File: config.mk
export PLATFORM = sky130hd
export DESIGN_NAME = bp_network_packet_serializer_flat
export DESIGN_NICKNAME = d
export VERILOG_FILES = /design/src/rtl/bp_network_packet_serializer_if.sv /design/src/rtl/bp_network_packet_serializer.sv /design/src/flat_wrapper.sv
export SDC_FILE = /design/constraint.sdc
export NUM_CORES = 1
export LEC_CHECK = 0
export ABC_CLOCK_PERIOD_IN_PS = 2810
export CAP_MARGIN = 20
export CORE_MARGIN = 2
export CORE_UTILIZATION = 53
export DETAILED_ROUTE_END_ITERATION = 8
export PLACE_DENSITY = 0.82
export RECOVER_POWER = 25
export SYNTH_ARGS = -nofsm -noshare
export SYNTH_HDL_FRONTEND = slang
export SYNTH_SLANG_ARGS = --single-unit
export TNS_END_PERCENT = 5
File: constraint.sdc
create_clock -name clk_i -period 2.81 [get_ports clk_i]
set_input_delay 0.281 -clock clk_i [delete_from_list [all_inputs] [get_ports clk_i]]
set_output_delay 0.281 -clock clk_i [all_outputs]
set_load 0.05 [all_outputs]
File: src/rtl/bp_network_packet_serializer_if.sv
// bp_network_packet_serializer_if: packet-in / flit-out handshake bundle for the serializer.
// Signals (directions as seen by the serializer, modport slave):
//   valid_i, dest_i, src_i, len_i, data_i : packet offer (valid/ready), ready_o returned
//   valid_o, data_o                       : flit toward the router
//   yumi_i                                : router takes the current flit
// master is the testbench / upstream+router side.
// data_o is one bit wider (even parity on top) when BP_NETWORK_SERIALIZER_PARITY_EN is defined.
interface bp_network_packet_serializer_if #(
    parameter int dest_id_width_p   = 4,
    parameter int src_id_width_p    = 4,
    parameter int payload_width_p   = 64,
    parameter int flit_data_width_p = 16
);
    localparam int num_flits_lp  = (payload_width_p + flit_data_width_p - 1) / flit_data_width_p;
    localparam int idx_width_lp  = (num_flits_lp > 1) ? $clog2(num_flits_lp) : 1;
    localparam int flit_width_lp = dest_id_width_p + src_id_width_p + 1 + idx_width_lp + flit_data_width_p;
`ifdef BP_NETWORK_SERIALIZER_PARITY_EN
    localparam int out_width_lp  = flit_width_lp + 1;
`else
    localparam int out_width_lp  = flit_width_lp;
`endif

    logic                         valid_i;
    logic                         ready_o;
    logic [dest_id_width_p-1:0]   dest_i;
    logic [src_id_width_p-1:0]    src_i;
    logic [idx_width_lp-1:0]      len_i;
    logic [payload_width_p-1:0]   data_i;
    logic                         valid_o;
    logic [out_width_lp-1:0]      data_o;
    logic                         yumi_i;

    modport master (
        output valid_i, dest_i, src_i, len_i, data_i, yumi_i,
        input  ready_o, valid_o, data_o
    );

    modport slave (
        input  valid_i, dest_i, src_i, len_i, data_i, yumi_i,
        output ready_o, valid_o, data_o
    );
endinterface

File: src/rtl/bp_network_packet_serializer.sv
// bp_network_packet_serializer: splits one wide packet into a train of header-tagged flits.
// Ports:
//   clk_i      : clock, rising edge
//   reset_n_i  : asynchronous active-low reset
//   bus        : bp_network_packet_serializer_if.slave (packet valid/ready in, flit valid/yumi out)
// data_o = {dest, src, last, idx, flit_data}; flits leave LSB-first, len_i is flit count minus one
// (clamped to the payload size). Defining BP_NETWORK_SERIALIZER_PARITY_EN prepends an even-parity bit.
module bp_network_packet_serializer #(
    parameter int dest_id_width_p   = 4,
    parameter int src_id_width_p    = 4,
    parameter int payload_width_p   = 64,
    parameter int flit_data_width_p = 16
) (
    input logic clk_i,
    input logic reset_n_i,
    bp_network_packet_serializer_if.slave bus
);
    localparam int num_flits_lp  = (payload_width_p + flit_data_width_p - 1) / flit_data_width_p;
    localparam int idx_width_lp  = (num_flits_lp > 1) ? $clog2(num_flits_lp) : 1;
    localparam int flit_width_lp = dest_id_width_p + src_id_width_p + 1 + idx_width_lp + flit_data_width_p;
    localparam int buf_width_lp  = num_flits_lp * flit_data_width_p;
    localparam logic [idx_width_lp-1:0] max_len_lp = idx_width_lp'(num_flits_lp - 1);

    typedef enum logic {IDLE, SEND} state_e;

    state_e                     r_state, w_state_n;
    logic [buf_width_lp-1:0]    r_buf, w_buf_n;
    logic [dest_id_width_p-1:0] r_dest, w_dest_n;
    logic [src_id_width_p-1:0]  r_src, w_src_n;
    logic [idx_width_lp-1:0]    r_len, w_len_n;
    logic [idx_width_lp-1:0]    r_idx, w_idx_n;
    logic [flit_width_lp-1:0]   r_flit, w_flit_n;
    logic                       w_last;
    logic                       w_ready;
    logic                       w_accept;
`ifdef BP_NETWORK_SERIALIZER_PARITY_EN
    logic                       r_par;
`endif

    assign w_last      = r_idx == r_len;
    assign w_ready     = (r_state == IDLE) | ((r_state == SEND) & bus.yumi_i & w_last);
    assign w_accept    = bus.valid_i & w_ready;
    assign bus.ready_o = w_ready;
    assign bus.valid_o = r_state == SEND;
`ifdef BP_NETWORK_SERIALIZER_PARITY_EN
    assign bus.data_o  = {r_par, r_flit};
`else
    assign bus.data_o  = r_flit;
`endif

    // The buffer shifts right on each taken flit, so the current flit is always its low slice.
    // The outgoing flit is built from next-cycle values and registered, which keeps data_o
    // glitch-free and lets the parity bit ride in the same register stage.
    always_comb begin
        w_state_n = r_state;
        w_buf_n   = r_buf;
        w_dest_n  = r_dest;
        w_src_n   = r_src;
        w_len_n   = r_len;
        w_idx_n   = r_idx;
        if (w_accept) begin
            w_state_n = SEND;
            w_buf_n   = '0;
            w_buf_n[payload_width_p-1:0] = bus.data_i;
            w_dest_n  = bus.dest_i;
            w_src_n   = bus.src_i;
            w_len_n   = (bus.len_i > max_len_lp) ? max_len_lp : bus.len_i;
            w_idx_n   = '0;
        end else if ((r_state == SEND) & bus.yumi_i) begin
            if (w_last) begin
                w_state_n = IDLE;
            end else begin
                w_buf_n = r_buf >> flit_data_width_p;
                w_idx_n = r_idx + idx_width_lp'(1);
            end
        end
        w_flit_n = (w_state_n == SEND)
            ? {w_dest_n, w_src_n, w_idx_n == w_len_n, w_idx_n, w_buf_n[flit_data_width_p-1:0]}
            : '0;
    end

    always_ff @(posedge clk_i or negedge reset_n_i) begin
        if (!reset_n_i) r_state <= IDLE;
        else            r_state <= w_state_n;
    end

    always_ff @(posedge clk_i or negedge reset_n_i) begin
        if (!reset_n_i) begin
            r_buf  <= '0;
            r_dest <= '0;
            r_src  <= '0;
            r_len  <= '0;
            r_idx  <= '0;
            r_flit <= '0;
`ifdef BP_NETWORK_SERIALIZER_PARITY_EN
            r_par  <= 1'b0;
`endif
        end else begin
            r_buf  <= w_buf_n;
            r_dest <= w_dest_n;
            r_src  <= w_src_n;
            r_len  <= w_len_n;
            r_idx  <= w_idx_n;
            r_flit <= w_flit_n;
`ifdef BP_NETWORK_SERIALIZER_PARITY_EN
            r_par  <= ^w_flit_n;
`endif
        end
    end
endmodule

File: src/flat_wrapper.sv
// flat-port wrapper written by rule: the top's interface ports become plain ports
module bp_network_packet_serializer_flat 
#(
    parameter int dest_id_width_p   = 4,
    parameter int src_id_width_p    = 4,
    parameter int payload_width_p   = 64,
    parameter int flit_data_width_p = 16
)
  (clk_i, reset_n_i, bus_valid_i, bus_dest_i, bus_src_i, bus_len_i, bus_data_i, bus_yumi_i, bus_ready_o, bus_valid_o, bus_data_o);
  bp_network_packet_serializer_if #(.dest_id_width_p(dest_id_width_p), .src_id_width_p(src_id_width_p), .payload_width_p(payload_width_p), .flit_data_width_p(flit_data_width_p)) bus_i ();
  input logic clk_i;
  input logic reset_n_i;
  input wire logic [$bits(bus_i.valid_i)-1:0] bus_valid_i;
  input wire logic [$bits(bus_i.dest_i)-1:0] bus_dest_i;
  input wire logic [$bits(bus_i.src_i)-1:0] bus_src_i;
  input wire logic [$bits(bus_i.len_i)-1:0] bus_len_i;
  input wire logic [$bits(bus_i.data_i)-1:0] bus_data_i;
  input wire logic [$bits(bus_i.yumi_i)-1:0] bus_yumi_i;
  output wire logic [$bits(bus_i.ready_o)-1:0] bus_ready_o;
  output wire logic [$bits(bus_i.valid_o)-1:0] bus_valid_o;
  output wire logic [$bits(bus_i.data_o)-1:0] bus_data_o;
  assign bus_i.valid_i = bus_valid_i;
  assign bus_i.dest_i = bus_dest_i;
  assign bus_i.src_i = bus_src_i;
  assign bus_i.len_i = bus_len_i;
  assign bus_i.data_i = bus_data_i;
  assign bus_i.yumi_i = bus_yumi_i;
  assign bus_ready_o = bus_i.ready_o;
  assign bus_valid_o = bus_i.valid_o;
  assign bus_data_o = bus_i.data_o;
  bp_network_packet_serializer #(.dest_id_width_p(dest_id_width_p), .src_id_width_p(src_id_width_p), .payload_width_p(payload_width_p), .flit_data_width_p(flit_data_width_p)) u_core (.clk_i(clk_i), .reset_n_i(reset_n_i), .bus(bus_i));
endmodule
==> impl_metrics.yaml, run 1 <==
yosys:
  synth-seq-cells: 104
  synth_top_family_by_area: "compound AO/OA/AOI/OAI gates"
  yosys.area_share.simple: 0.1212
  synth_area_um2: 4481
  synth_area_per_cell_um2: 10.93
  synth_compound_area_frac: 0.1815
  syn_inst: 410
  synth_area_leader_cell: "dfrtp_1"
  synth_ff_type: "dfrtp_1"
  syn_nets: 488
  yosys.area_share.adder: 0
  synth_mux_area_frac: 0.07149
  synth_area_leaders: "dfrtp_1 58%, a22o_1 8.0%, mux2i_1 7.1%"
  seq_area_frac_synth: 0.5808
  synthDistinctLibCells: 34
  synth_top_cell_area_share: 0.5808
  ys_warn_count: 0
  synth_xor_area_frac: 0.007540
  async_flop_share: 1.000
  synth-edff-count: 0
sta:
  fin_worst_skew_ps: 7.609
  tightest_slew_ps: 1129
  clock.fmax_mhz: 375.4
  hold_viol: 0
  rsz0062_at_grt: "no"
  finalSetupTns_ps: 0
  finalSetupViolCount: 0
  max_slew_margin: 0.2475
  slew_violations: 0
  fin_crit_sh: 0.9479
  finalCriticalPeriod_ps: 2664
power:
  power_frac_seq: 0.347
  power_density_nw_per_um2: 1232
  power.internal_w: 0.004189
  pwr-share-clk: 0.136
  pwr-share-comb: 0.517
  switchingPower_w: 0.003010
  vdd_ir_drop_max_mv: 0.6875
  p_leak_nw: 2.941
  switching_share: 0.4181
global_route:
  busiest_layer: "met2"
  grt_first_pass_wirelength_mm: 15.82
  globalRouteMet2Util: 0.3636
  grt_use_met1: 0.3186
  grt_overflow: 0
  grt_max_degree: 60
  antenna_found_initial: 0
  track_usage: 0.2258
  met3_usage: 0.04542
  grt_pass1_vias: 3288
finish:
  fin_nets: 586
  design_area_um2: 5846
  fin_cells: 618
  layout-drive-gt1-share: 0.07018
  area_growth_pct: 30.47
  diodes: 0
route:
  drc_errors: 0
  drt-pass1-iter-count: 4
  viasPerCell: 5.503
  drt-initial-drc-count: 199
  wl_per_cell_um: 15.96
  vias: 3401
  wl_mm: 9.863
  detail-route-antenna-nets: 0
placement:
  place_area_um2: 5639
  gp_congestion: 0.7981
  io_buffers: 106
  place_hpwl_mm: 6.930
  numPlacedInstances: 601
critical_path:
  path_class: "flip-flop to output port"
  r2r-end: "u_core.r_buf[13]"
  worstPathArrival_ps: 2380
  r2r_start: "u_core.r_idx[0]"
  cp-end-kind: "output port"
  path_max_fanout: 17
  required_ps: 2530
  rrSetupSlack_ps: 560
  cp-start-kind: "flip-flop"
  cp-startpoint: "u_core.r_idx[0]"
  rr_worst_depth: 5
clocking:
  htreeDepth: 3
  numClockSinks: 104
  clk_pin_slew_ps: 90
  cts_resized: 0
  cts_tree: "yes"
  clk_latency_ps: 350
  numCtsBuffers: 9
  clock-root-buffer: "clkbuf_8"
  cts_setup_buffers: 0
  cts_hold_buf: 1
  clockBufferDepth: 2
floorplanning:
  die_area_um2: 9205
  io_pins: 107
  dieWidth_um: 95.95
  core_um2: 8217
  floorplan.initialDensity: 0.5453
  rows: 33
  fp.dieH_um: 95.95
status:
  outcome: "finished, final reports clean"
hold_path:
  hold_end: "u_core.r_buf[58]"
  min_path_cells: 3
  hp-class: "input pin to flip-flop"
  min_from: "bus_data_i[58]"
job:
  cap_violations: 0
==> per-stage QoR <==
stage	setup slack [ps]	hold slack [ps]	utilization	total power (W)
2_1_floorplan	926.8	-14.59	-	0.005221
3_3_place_gp	568.9	325.4	0.6863	0.006117
3_5_place_dp	500.3	329.8	0.6863	0.006253
4_1_cts	165.8	427.4	0.7133	0.007242
5_1_grt	77.31	447.1	0.7114	0.007666
6_report	146.4	452.5	0.7114	0.007200
==> metal layers <==
layer  wire (um)  up-vias
met5           0        -
met2        4787       92
li1            -     1626
met3         438       12
met1        4533     1671
met4         104        0
==> cell type report <==
type | instances | area, um^2
Clock buffer | 10 | 127.6
Clock inverter | 6 | 83.83
Fill cell | 595 | 2371
Inverter | 4 | 17.52
Multi-Input combinational cell | 272 | 1732
Sequential cell | 104 | 2603
Tap cell | 105 | 131.4
Timing Repair Buffer | 117 | 1151
==> power groups by stage <==
stage,sequential (W),clock (W),combinational (W)
final,0.00250,0.000977,0.00372
after global routing,0.00257,0.00106,0.00403
after CTS,0.00250,0.00100,0.00374
after detailed placement,0.00252,0,0.00373
after global placement,0.00250,0,0.00362
after floorplan,0.00306,0,0.00217
==> worst max-delay path, stage by stage (launching register included) <==
cell,delay (ps)
dfrtp_1,500
xnor2_1,590
a31oi_2,390
inv_4,360
buf_12,180
==> placed cells by master (no fill, tap or decap), drive strengths merged <==
cell type,synthesis,layout
nand2,78,78
inv,4,4
dlygate4sd3,0,1
clkdlybuf4s50,0,104
a311oi,1,1
a32oi,1,1
nand3,17,17
o211a,1,1
and2,1,1
clkinv,0,4
and4b,1,1
a2111o,1,1
a211oi,1,1
mux2i,32,32
or2,2,2
o22ai,1,1
or2b,1,1
or3,1,1
o21ai,5,5
a31o,1,1
clkbuf,10,12
bufinv,0,2
nor2b,4,4
nor2,21,21
a31oi,3,3
nand2b,3,3
a22o,41,41
buf,20,10
a21oi,19,19
xnor2,3,3
a21o,33,33
dfrtp,104,104
==> synthesized netlist by cell type (2+ instances only) <==
| cell type | n |
|---|---|
| nand2_1 | 78 |
| a31oi_1 | 2 |
| nor2_1 | 21 |
| a22o_1 | 41 |
| xnor2_1 | 2 |
| clkbuf_1 | 9 |
| a21o_1 | 33 |
| buf_4 | 2 |
| buf_2 | 17 |
| mux2i_1 | 32 |
| or2_2 | 2 |
| inv_1 | 3 |
| o21ai_0 | 5 |
| nand3_1 | 17 |
| nor2b_1 | 4 |
| dfrtp_1 | 104 |
| a21oi_1 | 19 |
| nand2b_1 | 3 |
==> logic make-up (layout without fill, tap and decap cells) <==
family	after synthesis	after routing
flops	104	104
xor+xnor	3	3
mux	32	32
simple gates	129	129
compound gates	108	108
buf+inv	34	137
==> sequential cells by signal, summed over array words and instances (netlist names) <==
register,flops
u_core.bus.valid_o,1
u_core.r_idx,2
u_core.r_src,4
u_core.bus.data_o,27
u_core.r_dest,4
u_core.r_buf,64
u_core.r_len,2
==> worst max-delay path by stage <==
stage | end | slack, ps | cells past startpoint
floorplan | bus_ready_o | 930 | 4
global placement | u_core.bus.data_o[18] | 570 | 6
detailed placement | u_core.bus.data_o[18] | 500 | 6
CTS | bus_ready_o | 170 | 4
global route | bus_ready_o | 80 | 4
finish | bus_ready_o | 150 | 4
No activity file was read; power rests on OpenSTA's default activity.
==> run 2: changes to the inputs <==
- ABC_CLOCK_PERIOD_IN_PS: 2810 -> 2600
- CORE_UTILIZATION: 53 -> 51
- CTS_BUF_LIST: not set -> sky130_fd_sc_hd__clkbuf_4 sky130_fd_sc_hd__clkbuf_8
- PLACE_DENSITY: 0.82 -> 0.8
- clock period: 2.81 -> 2.6 ns (I/O delays scaled with it)
==> run 2 against run 1 <==
Global-route usage decreased by 1.2 points; sequential share of layout area decreased by 0.23 points; first-iteration DRC count increased by 6.0%; clock skew increased by 2.3 ps; critical path depth increased by 1; clock power decreased by 3.2%; critical path type is now flip-flop to flip-flop.
==> impl_metrics.yaml, run 2 (synthesis gave the netlist of run 1 again) <==
status:
  outcome: "finished, final reports clean"
global_route:
  antenna_found_initial: 0
  grt_overflow: 0
  track_usage: 0.2138
  grt_max_degree: 54
  grt_pass1_vias: 3332
  grt_first_pass_wirelength_mm: 16.36
critical_path:
  path_class: "flip-flop to flip-flop"
  cp-startpoint: "u_core.r_idx[1]"
  required_ps: 2900
  cp-endpoint: "u_core.r_buf[58]"
  path_max_fanout: 17
  rr_worst_depth: 5
  r2r_start: "u_core.r_idx[1]"
  path_cells: "xnor2_2 > a21o_1 > buf_4 > nand3_1 > nand2_1"
  rrSetupSlack_ps: 200
  cp-start-kind: "flip-flop"
  r2r-end: "u_core.r_buf[58]"
  cpPeakStageDelay_ps: 820
  critPathSlowestCell: "a21o_1"
  worstPathArrival_ps: 2700
  cp-end-kind: "flip-flop"
clocking:
  numClockSinks: 104
  htreeDepth: 3
  clk_latency_ps: 370
  clk_pin_slew_ps: 100
  clockBufferDepth: 2
  numCtsBuffers: 9
  clock-root-buffer: "clkbuf_8"
  cts_tree: "yes"
floorplanning:
  floorplan.initialDensity: 0.5188
  die_area_um2: 9551
  io_pins: 107
  fp.dieH_um: 97.73
  rows: 34
  core_um2: 8636
  dieWidth_um: 97.73
finish:
  regMostFlops: "u_core.r_buf"
  fin_cells: 625
  largest_reg_flops: 64
  final_cell_mix: "104 x clkdlybuf4s50_1, 104 x dfrtp_1, 78 x nand2_1"
  fin_nets: 590
  area_growth_pct: 31.14
  layout-drive-gt1-share: 0.07737
  diodes: 0
hold_path:
  hp-class: "input pin to flip-flop"
sta:
  slew_violations: 0
  finalSetupTns_ps: 0
  finalSetupViolCount: 0
  fin_crit_sh: 0.9214
  hold_viol: 0
  clock.fmax_mhz: 417.4
  max_slew_margin: 0.1297
  tightest_slew_ps: 1305
  rsz0062_at_grt: "no"
  fin_worst_skew_ps: 9.873
  finalCriticalPeriod_ps: 2396
route:
  met3_wirelength_um: 463
  drc_errors: 0
  detail-route-antenna-nets: 0
  wl_met2_mm: 4.913
  vias: 3470
  wl_per_cell_um: 16.00
  wl_mm: 10.00
  met1_length_mm: 4.432
  drt-pass1-iter-count: 5
  drt-initial-drc-count: 211
  viasPerCell: 5.552
  top_layer: "met4"
power:
  vdd_ir_drop_max_mv: 0.5633
  p_leak_nw: 2.948
  power_density_nw_per_um2: 1324
placement:
  place_hpwl_mm: 7.183
  io_buffers: 106
  gp_congestion: 0.8956
  numPlacedInstances: 608
job:
  cap_violations: 0
run 2: changes by cell type in the layout (fill, tap and decap cells not counted), sizes merged:
cell    delta
clkinv     +1
bufinv     -2
buf        +4
inv        +1
run 2: power breakdown:
part	leakage [nW]	internal (W)	total, W	switching [W]
Combinational	1.54	0.00172	0.00413	0.00241
Clock	0.0970	0.000386	0.000946	0.000560
Sequential	1.31	0.00234	0.00271	0.000368
run 2: worst max-delay path: cells and delay by family, from the launching register on:
kind,cells,cell delay [ps]
compound gates,1,820
xor+xnor,1,500
buf+inv,1,350
flops,1,460
simple gates,2,200
run 2: how the worst min path moves through the flow:
stage                              start                    to  slack [ps]  depth (start not counted)
after CTS                 bus_data_i[61]      u_core.r_buf[61]         410                          3
final                     bus_data_i[61]      u_core.r_buf[61]         420                          3
after global placement         reset_n_i       u_core.r_src[2]         340                          1
after floorplan                reset_n_i  u_core.bus.data_o[0]         -40                          0
after detailed placement       reset_n_i       u_core.r_src[3]         340                          1
after global routing      bus_data_i[61]      u_core.r_buf[61]         430                          3
run 2: cell type report:
type	count	area [um^2]
fill	646	2760
sequential	104	2603
multi-input combinational	272	1740
timing repair buffer	121	1190
clock buffer	10	137.6
tap	108	135.1
clock inverter	6	52.55
inverter	4	17.52
run 2: metal layers:
layer  track usage  up-vias
met5             0        -
met4       0.07051        0
met3       0.04223       15
met2        0.3422      112
met1        0.2977     1701
li1              -     1642
run 2: timing repair:
item / CTS / global route
resized for setup: 0 / 1
endpoints found under the hold margin: 50 / 0
buffers inserted: 0 / 0
endpoints found under the setup margin: 0 / 1
hold buffers: 1 / 0
run 2: per-stage QoR:
step,worst slack [ps],utilization,area [um^2],power [W],hold slack [ps]
3_5_place_dp,180.2,0.6569,5673,0.006858,338.3
5_1_grt,82.89,0.6804,5876,0.008276,431.1
3_3_place_gp,300.3,0.6569,5673,0.006690,335.5
4_1_cts,109.2,0.6801,5873,0.007803,408.5
2_1_floorplan,737.8,-,4481,0.005643,-35.59
6_report,204.5,0.6804,5876,0.007780,419.6
